[src/rtl/tick_gen.sv]
// tick_gen: multi-channel programmable tick generator.
//
// Every channel divides clk by its own divisor register. In periodic mode it
// produces a one-cycle tick every div cycles. In one-shot mode it produces a
// single tick and then parks in HALT until its divisor is reloaded.
//
// Parameters
//   WIDTH       - counter and divisor width in bits
//   CHANNELS    - number of independent tick channels
//   DEFAULT_DIV - divisor value held in every channel after reset
//
// Ports
//   clk     in   sole clock; all state updates on its rising edge
//   reset   in   asynchronous, active-high reset
//   en      in   [CHANNELS] per-channel count enable
//   load    in   [CHANNELS] per-channel strobe: div <= div_in, cnt <= 0, re-arm
//   div_in  in   [WIDTH]    divisor value shared by all channels (0 is stored as 1)
//   oneshot in   [CHANNELS] 0 = periodic, 1 = halt after the next tick
//   sync    in   clears every channel counter together (phase alignment)
//   tick    out  [CHANNELS] registered single-cycle pulse
//   sq      out  [CHANNELS] registered square wave, toggles on every tick
//   halted  out  [CHANNELS] high while a one-shot channel waits for re-arm
module tick_gen #(
    parameter int unsigned WIDTH       = 27,
    parameter int unsigned CHANNELS    = 2,
    parameter int unsigned DEFAULT_DIV = 33333334
) (
    input  logic                clk,
    input  logic                reset,
    input  logic [CHANNELS-1:0] en,
    input  logic [CHANNELS-1:0] load,
    input  logic [WIDTH-1:0]    div_in,
    input  logic [CHANNELS-1:0] oneshot,
    input  logic                sync,
    output logic [CHANNELS-1:0] tick,
    output logic [CHANNELS-1:0] sq,
    output logic [CHANNELS-1:0] halted
);

    // Channel states
    localparam logic [0:0] StRun  = 1'b0;
    localparam logic [0:0] StHalt = 1'b1;

    // A divisor of 0 has no meaningful period; it behaves as 1.
    localparam logic [WIDTH-1:0] ResetDiv =
        (DEFAULT_DIV == 0) ? WIDTH'(1) : WIDTH'(DEFAULT_DIV);

    logic [CHANNELS-1:0][WIDTH-1:0] div_q, div_d;
    logic [CHANNELS-1:0][WIDTH-1:0] cnt_q, cnt_d;
    logic [CHANNELS-1:0]            state_q, state_d;
    logic [CHANNELS-1:0]            tick_q, tick_d;
    logic [CHANNELS-1:0]            sq_q, sq_d;
    logic [WIDTH-1:0]               load_div;

    assign load_div = (div_in == '0) ? WIDTH'(1) : div_in;

    // Per-channel next state. Priority: load > sync > halt hold > enable gating >
    // terminal count > increment. Reset is handled in the register block.
    always_comb begin
        div_d   = div_q;
        cnt_d   = cnt_q;
        state_d = state_q;
        tick_d  = '0;
        sq_d    = sq_q;
        for (int i = 0; i < CHANNELS; i++) begin
            if (load[i]) begin
                div_d[i]   = load_div;
                cnt_d[i]   = '0;
                state_d[i] = StRun;
            end else if (sync) begin
                cnt_d[i] = '0;
            end else if (state_q[i] == StHalt) begin
                cnt_d[i] = '0;
            end else if (en[i]) begin
                // >= rather than == so a counter can never run past div-1 and
                // wrap through 2^WIDTH, whatever the divisor history.
                if (cnt_q[i] >= div_q[i] - WIDTH'(1)) begin
                    cnt_d[i]  = '0;
                    tick_d[i] = 1'b1;
                    sq_d[i]   = ~sq_q[i];
                    if (oneshot[i]) begin
                        state_d[i] = StHalt;
                    end
                end else begin
                    cnt_d[i] = cnt_q[i] + WIDTH'(1);
                end
            end
        end
    end

    always_ff @(posedge clk or posedge reset) begin
        if (reset) begin
            div_q   <= {CHANNELS{ResetDiv}};
            cnt_q   <= '0;
            state_q <= {CHANNELS{StRun}};
            tick_q  <= '0;
            sq_q    <= '0;
        end else begin
            div_q   <= div_d;
            cnt_q   <= cnt_d;
            state_q <= state_d;
            tick_q  <= tick_d;
            sq_q    <= sq_d;
        end
    end

    always_comb begin
        halted = '0;
        for (int i = 0; i < CHANNELS; i++) begin
            halted[i] = (state_q[i] == StHalt);
        end
    end

    assign tick = tick_q;
    assign sq   = sq_q;

endmodule

[config.mk]
export PLATFORM = sky130hd
export DESIGN_NAME = tick_gen
export DESIGN_NICKNAME = d
export VERILOG_FILES = /design/src/rtl/tick_gen.sv
export SDC_FILE = /design/constraint.sdc
export NUM_CORES = 1
export LEC_CHECK = 0
export CORE_ASPECT_RATIO = 0.7
export CORE_MARGIN = 5
export CORE_UTILIZATION = 45
export CTS_CLUSTER_SIZE = 40
export DETAILED_ROUTE_END_ITERATION = 7
export REMOVE_ABC_BUFFERS = 1
export SYNTH_ARGS = -nofsm -noshare
export SYNTH_HDL_FRONTEND = slang
export SYNTH_SLANG_ARGS = --single-unit
export TNS_END_PERCENT = 30
[constraint.sdc]
create_clock -name clk -period 8.6 [get_ports clk]
set_clock_uncertainty 0.1 [all_clocks]
set_input_delay 1.29 -clock clk [delete_from_list [all_inputs] [get_ports clk]]
set_output_delay 1.29 -clock clk [all_outputs]
set_load 0.02 [all_outputs]
# Word level (Yosys, flattened, before mapping)
# Index checks and enable logic that the tools add are counted.
[totals]
register_bits = 114
in_bits = 36
out_inout_bits = 6
[op_classes]
n_addsub = 4
order_cmp = 2
n_eq_ne = 2
muxes = 33
bitwise = 7
n_reduce_logical = 5
[ops]
columns = ["op", "count"]
rows = [
  ["2-to-1 mux 27 bit", 11],
  ["adder 27 x 1 -> 27 bit, second input constant", 2],
  ["greater-or-equal comparator 27 bit", 2],
  ["subtractor 27 x 1 -> 27 bit, second input constant", 2],
  ["logical NOT 27 bit", 1],
  ["2-to-1 mux 1 bit", 22],
  ["AND reduction 5 bit", 2],
  ["nonzero test 4 bit", 2],
  ["inverter 1 bit", 7],
  ["inequality test 2 bit, second input constant", 2],
]

# Logic depth before layout (Yosys ltp)
# Gate-level depths: netlist of the first run.
[depth]
depth_word = 7
ltp_mapped = 16
mapped_depth_nobuf = 15

# Worst setup path before layout of the first run
# No wires, ideal clock.
[synth_path]
path_kind = "register to register"
startpoint = "register div_q[32] in the netlist's numbering"
endpoint = "register cnt_q[36] in the netlist's numbering"
setup_time_ns = 0.139
arrival_ns = 3.882
required_time_ns = 8.361
setup_slack_ns = 4.479
stages_incl_launch_ff = 15
path_buffers = 1
path_cell_list = "dfrtp_1 or4_4 or4_4 nor2_4 nand3b_2 nor4_2 xnor2_1 ha_1 nand4_1 or4_1 o41ai_2 nor2_2 buf_2 a31oi_1 a31oi_1"
[synth_via]
elab_chain_len = 7
[synth_rtl]
columns = ["item", "line_no", "text"]
rows = [
  ["start, declared", "48", "logic [CHANNELS-1:0][WIDTH-1:0] div_q, div_d;"],
  ["start signal, assigned", "93", "div_q <= {CHANNELS{ResetDiv}};"],
  ["start signal, assigned", "99", "div_q <= div_d;"],
  ["subtractor 27 x 1 -> 27 bit", "77", "if (cnt_q[i] >= div_q[i] - WIDTH'(1)) begin"],
  ["greater-or-equal comparator 27 bit", "77", ""],
  ["2-to-1 mux 27 bit", "77", ""],
  ["2-to-1 mux 27 bit", "74", "end else if (en[i]) begin"],
  ["2-to-1 mux 27 bit", "72", "end else if (state_q[i] == StHalt) begin"],
  ["2-to-1 mux 27 bit", "70", "end else if (sync) begin"],
  ["2-to-1 mux 27 bit", "66", "if (load[i]) begin"],
  ["end signal, assigned", "100", "cnt_q <= cnt_d;"],
  ["end, declared", "49", "logic [CHANNELS-1:0][WIDTH-1:0] cnt_q, cnt_d;"],
]
# No other way between the ends. The select of a mux whose other input is x is not followed.
# A chain may end at the register's enable or synchronous reset.

# Worst setup path in the final report of the first run
[layout_path]
startpoint = "register div_q[32] in the netlist's numbering"
endpoint = "register cnt_q[44] in the netlist's numbering"
# Same word-level chain as after synthesis.

==> impl_metrics.tcl, run 1 <==
set metrics [dict create \
    ys.flop_type "dfrtp_1" \
    r2r_end "cnt_q[44]$_DFFE_PP0P_" \
    timing.rr.start "div_q[32]$_DFFE_PP0P_" \
    setup_violations 0 \
    hold_class "reg2reg" \
    dr.pass1.iters 5 \
    start_kind "flip-flop" \
    overflow 0 \
    end_kind "flip-flop" \
    r2r_cells 14 \
    ff2ff_setup_slack_ns 3.76 \
    insertion_delay_ns 0.42 \
    grt_antenna_before_repair 0 \
    dr_wl_met3_um 926 \
    die_area_um2 18600 \
    die_w_um 161 \
    synth.yosys.warnings 0 \
    fin_nets 872 \
    worstMarginPinSlew_ns 0.974 \
    fmax_ghz 0.207 \
    p_switching_uw 376 \
    routabilityCongestion 0.851 \
    power_density_nw_per_um2 173 \
    relSlewSlack_pct 34.5 \
    clk_pin_slew_ns 0.06 \
    via_count 5697 \
    wire_per_inst_um 17.5 \
    cp_max_fo 26 \
    initialDrtViolationCount 403 \
    fin_tns_setup_ns 0 \
    fillers 1342 \
    synth_area_um2 7170 \
    synth_cell_types 52 \
    seqPwrFrac_pct 41.7 \
    finish.utilization_pct 54.0 \
    grt_pass1_wl_um 28900 \
    numPortBuffers 41 \
    synth_cells 729 \
    period_share_pct 56.3 \
    clockRootBuffer "clkbuf_16" \
    dieHeight_um 116 \
    grt_usage_pct 19.6 \
    fp-row-count 38 \
    drive_gt1_share_pct 16.7 \
    yosysTopAreaCellShare_pct 30.7 \
    grt_max_degree 69 \
    clockBufferDepth 2 \
    wl_met2_um 7220 \
    synth-seq-area-share_pct 40.2 \
    final_cells 991 \
    drc_errors 0 \
    ant_nets 0 \
    drv_cap 0 \
    cts_tree "built" \
    pwr-share-clk_pct 47.5 \
    status "complete, no violations" \
    diodes 0 \
    hold_path.startpoint "sq[0]$_DFFE_PP0P_" \
    cts_max_level 4 \
    dp_cells 959 \
    post_drt_via_cell_ratio 5.75 \
    cp.required_ns 8.83 \
    switching_share_pct 25.8 \
    hold_end "sq[0]$_DFFE_PP0P_" \
    slew_viol_final 0 \
    dr.max_layer_used "met4" \
    wl_um 17400 \
    post_cts_buffers 0 \
    cts_resized 0 \
    postCtsHoldBufs 0 \
    initial_core_util_pct 46.1 \
    synth_area_leaders "dfrtp_1, ha_1, dfstp_2" \
    clock_sinks 114 \
    synth_seq_cells 114 \
    worst_ir_drop_vdd_mv 0.107 \
    dp_hpwl_um 13000 \
    core_area_um2 15500 \
    crit_arrival_ns 5.07 \
    min_period_ns 4.84 \
    synth_edf_count 0 \
    synthArstFlopShare_pct 100 \
    grt_pass1_vias 5458 \
    io_pins 42 \
    rsz0062_at_grt "false" \
    area_growth_pct 17.1 \
    crit_type "reg2reg" \
    leakagePower_uw 0.00341 \
    syn_avg_cell_area_um2 9.84 \
    p_int_uw 1080 \
    hold_viol_final 0 \
    synth_top_area_cell "dfrtp_1" \
    power_frac_comb_pct 10.8 \
    worstHoldPathCells 1 \
    met1_length_um 9070 \
    numCtsBuffers 17 \
]
## Yosys cell counts (all sizes together), types with 2 or more instances
library cell,count
clkbuf,7
a21oi,48
nand3b,2
or4,7
o21ai,29
buf,10
a211oi,3
o21a,2
nor2,38
nand4,17
xor2,21
dfrtp,88
nor4,23
nand2b,8
nand3,26
nand2,74
a22o,9
dfstp,26
or3,8
nor3,25
a31oi,38
and3,15
and2,4
or3b,2
ha,58
nor2b,4
a21o,3
xnor2,49
mux2,50
and4,4
inv,17
a41oi,4
## sequential cells by signal, indices dropped and copies added, names as in the netlist
signal,count
cnt_q,54
tick,2
div_q,54
sq,2
halted,2
## worst max-delay path by stage
stage,from,end,slack (ns),cells after the start
floorplan,div_q[11]$_DFFE_PP0P_,cnt_q[10]$_DFFE_PP0P_,3.89,13
global placement,div_q[32]$_DFFE_PP0P_,cnt_q[37]$_DFFE_PP0P_,3.99,14
detailed placement,div_q[32]$_DFFE_PP0P_,cnt_q[44]$_DFFE_PP0P_,3.82,14
CTS,div_q[32]$_DFFE_PP0P_,cnt_q[44]$_DFFE_PP0P_,3.78,14
global route,div_q[32]$_DFFE_PP0P_,cnt_q[44]$_DFFE_PP0P_,3.36,14
finish,div_q[32]$_DFFE_PP0P_,cnt_q[44]$_DFFE_PP0P_,3.76,14
## power groups by stage
stage	registers [uW]	clock network, uW	logic (uW)
finish	607	692	157
global route	613	733	178
CTS	607	707	159
detailed placement	616	0	157
global placement	614	0	152
floorplan	607	0	103
## area by class of cell
class                           instances  area [um2]  area share [%]
Multi-Input combinational cell        581        4160            49.6
Sequential cell                       114        2890            34.4
Timing Repair Buffer                   47         455            5.42
Clock buffer                           18         439            5.23
Tap cell                              200         250            2.98
Clock inverter                         14         139            1.65
Inverter                               17        66.3           0.790
## critical path: stages, from the launching register on
cell      delay, ns
dfrtp_1        0.43
or4_4          0.58
or4_4          0.48
nor2_4         0.15
nand3b_2       0.17
nor4_2         0.28
xnor2_1        0.18
ha_1           0.28
nand4_1        0.16
or4_1          0.19
o22ai_1        0.11
or4_1          0.49
nor2_2         0.75
o21ai_0        0.20
a31oi_1        0.21
## placed cells by master, fill, tap and decap left out, types with 6 or more instances in the layout
cell type         n
a21oi_1          48
a22o_1            9
a31oi_1          38
and3_1           15
buf_4             6
clkbuf_16        17
clkdlybuf4s50_1  41
clkinvlp_4        6
dfrtp_1          88
dfstp_2          26
ha_1             58
inv_1            16
mux2_2           50
nand2_1          73
nand2b_1          8
nand3_1          26
nand4_1          17
nor2_1           35
nor3_1           24
nor4_1           18
o21ai_0          29
or3_1             8
xnor2_1          49
xor2_1           21
## kinds of logic (layout without fill, tap and decap cells)
logic type / count (synthesis) / in the layout / share of synthesized area [%]
adder cells (fa/ha/maj): 58 / 58 / 10.1
XOR/XNOR: 70 / 70 / 8.55
AO/OA/AOI/OAI: 145 / 145 / 12.2
AND/OR/NAND/NOR: 258 / 258 / 19.2
multiplexers: 50 / 50 / 7.85
flip-flops: 114 / 114 / 40.2
buffers and inverters: 34 / 96 / 1.85
## layer usage
metal | up-vias | track usage (%)
met2 | 145 | 27.8
met3 | 9 | 4.48
met1 | 2740 | 30.0
met5 | - | 0
li1 | 2803 | -
met4 | 0 | 5.23
## per-stage QoR
stage / cell area (um2) / total power [uW] / hold WS (ns) / setup WS [ns]
2_1_floorplan: 7100 / 710 / 0.359 / 3.89
3_3_place_gp: 7820 / 766 / 0.355 / 3.99
3_5_place_dp: 7820 / 773 / 0.363 / 3.82
4_1_cts: 8400 / 1470 / 0.371 / 3.78
5_1_grt: 8400 / 1520 / 0.393 / 3.36
6_report: 8400 / 1460 / 0.366 / 3.76
(Power assumes the default switching activity.)
==> run 2: changes to the inputs <==
==> constraint.sdc (replaced) <==
create_clock -name clk -period 4.8 [get_ports clk]
set_clock_uncertainty 0.1 [all_clocks]
set_input_delay 0.72 -clock clk [delete_from_list [all_inputs] [get_ports clk]]
set_output_delay 0.72 -clock clk [all_outputs]
set_load 0.02 [all_outputs]
==> run 2 against run 1 <==
Against the previous run:
- utilization rose by 0.51 points
- total power rose by 78%
- design area rose by 0.95%
- via count rose by 3.3%
- sequential power rose by 80%
- cell count rose by 0.50%
- combinational power rose by 83%
- clock power rose by 78%
- non-clock buffer count rose by 5
- wire length rose by 2.5%
- sequential cell count did not move
- global-route usage rose by 0.17 points
- critical endpoint is now cnt_q[49]$_DFFE_PP0P_
==> impl_metrics.tcl, run 2 (same netlist as run 1, synthesis figures left out) <==
set metrics [dict create \
    status "complete, no violations" \
    worstHoldPathCells 1 \
    clockBufferDepth 2 \
    critPathTopFamily "simple AND/OR/NAND/NOR gates" \
    area_growth_pct 18.2 \
    hold_end "sq[0]$_DFFE_PP0P_" \
    final_common_cell "dfrtp_1" \
    wl_met2_um 7620 \
    fmax_ghz 0.220 \
    period_share_pct 94.7 \
    worst_ir_drop_vdd_mv 0.238 \
    die_w_um 161 \
    met1_length_um 9140 \
    crit_arrival_ns 4.71 \
    core_area_um2 15500 \
    stdcell_area_um2 8480 \
    slew_viol_final 0 \
    hold_path.startpoint "sq[0]$_DFFE_PP0P_" \
    fp-row-count 38 \
    clock_sinks 114 \
    diodes 0 \
    setup_violations 0 \
    r2r_end "cnt_q[49]$_DFFE_PP0P_" \
    via_count 5887 \
    place_ws_ns 0.254 \
    hold_viol_final 0 \
    overflow 0 \
    routabilityCongestion 0.810 \
    crit_path_top_delay_cell "or4_4" \
    cts_max_level 4 \
    dpl-instance-area_um2 7860 \
    clk_pin_slew_ns 0.06 \
    numCtsBuffers 17 \
    mostFrequentLayoutCells "dfrtp_1, nand2_1, ha_1" \
    cp.required_ns 4.96 \
    power_density_nw_per_um2 307 \
    rsz0062_at_grt "true" \
    leakagePower_uw 0.00348 \
    grt_usage_pct 19.7 \
    layout_setup_ws_ns 0.252 \
    timing.critical_path.buf_inv 2 \
    initial_core_util_pct 46.1 \
    min_period_ns 4.55 \
    drc_errors 0 \
    worstMarginPinSlew_ns 1.05 \
    dr_wl_met3_um 831 \
    cts_tree "built" \
    crit_type "reg2reg" \
    relSlewSlack_pct 29.1 \
    end_kind "flip-flop" \
    drive_gt1_share_pct 17.6 \
    dieHeight_um 116 \
    r2r_cells 15 \
    dr.max_layer_used "met4" \
    grt_antenna_before_repair 0 \
    drv_cap 0 \
    top_regs "cnt_q: 54 flops, div_q: 54 flops" \
    initialDrtViolationCount 388 \
    io_pins 42 \
    slowest_delay_ns 0.62 \
    timing.rr.start "div_q[32]$_DFFE_PP0P_" \
    clockRootBuffer "clkbuf_16" \
    numPortBuffers 41 \
    ff2ff_setup_slack_ns 0.25 \
    cp_max_fo 26 \
    post_drt_via_cell_ratio 5.91 \
    fillers 1307 \
    die_area_um2 18600 \
    dp_hpwl_um 13200 \
    grt_max_degree 44 \
    grt_pass1_wl_um 29100 \
    crit_chain "or4_4, or4_4, nor2_4, nand3b_2, nor4_2, xnor2_1, ha_1, nand4_1, or4_4, o41ai_4, buf_4, nor2_2, buf_4, a31oi_1, a31oi_1" \
    path_common_cell "or4_4" \
    hold_class "reg2reg" \
    insertion_delay_ns 0.43 \
    grt_pass1_vias 5627 \
    start_kind "flip-flop" \
    fin_nets 877 \
    wl_um 17800 \
    ant_nets 0 \
    wire_per_inst_um 17.9 \
    dr.pass1.iters 6 \
]
run 2: cell count changes in the layout (fill, tap and decap cells not counted), sizes merged:
cell,previous run,this run
clkbuf,18,23
bufinv,2,1
clkinvlp,6,3
inv,18,17
buf,6,11
run 2: metal layers:
| layer | global-route usage, % | vias to the layer above |
|---|---|---|
| met3 | 4.41 | 15 |
| met1 | 29.1 | 2911 |
| met4 | 6.08 | 0 |
| li1 | - | 2818 |
| met2 | 29.2 | 143 |
| met5 | 0 | - |
run 2: metrics by stage:
step                std cells  power, uW  TNS (ns)  hold WS (ns)  utilization, %
finish                    996       2600         0         0.366            54.5
global route              996       2710    -0.148         0.396            54.5
CTS                       995       2620         0         0.372            54.2
detailed placement        963       1390         0         0.359            50.6
global placement          963       1370         0         0.353            50.6
floorplan                 712       1270         0         0.359               -
run 2: worst max path at each step:
stage / startpoint / endpoint / slack [ns] / cells after the start
CTS: div_q[32]$_DFFE_PP0P_ / cnt_q[45]$_DFFE_PP0P_ / 0.25 / 15
finish: div_q[32]$_DFFE_PP0P_ / cnt_q[49]$_DFFE_PP0P_ / 0.25 / 15
global route: div_q[32]$_DFFE_PP0P_ / cnt_q[34]$_DFFE_PP0P_ / -0.05 / 15
detailed placement: div_q[32]$_DFFE_PP0P_ / cnt_q[45]$_DFFE_PP0P_ / 0.25 / 15
floorplan: div_q[11]$_DFFE_PP0P_ / cnt_q[10]$_DFFE_PP0P_ / 0.09 / 13
global placement: div_q[32]$_DFFE_PP0P_ / cnt_q[45]$_DFFE_PP0P_ / 0.37 / 15
run 2: area by class of cell:
class	count	area, um2	share of cell area, %
Clock buffer	23	488	5.76
Clock inverter	9	81.3	0.959
Inverter	17	66.3	0.782
Multi-Input combinational cell	581	4200	49.6
Sequential cell	114	2890	34.0
Tap cell	200	250	2.95
Timing Repair Buffer	52	505	5.96
run 2: timing repair:
item | in CTS | in global routing
hold endpoints to repair | 0 | 0
resized for setup | 0 | 7
hold buffers | 0 | 0
setup endpoints to repair | 0 | 27
setup buffers | 0 | 1
run 2: power breakdown:
group	internal, uW	total, uW	leakage [uW]	switching (uW)
sequential	1030	1090	0.00144	60.2
clock	762	1230	0.000275	463
combinational	140	287	0.00177	147
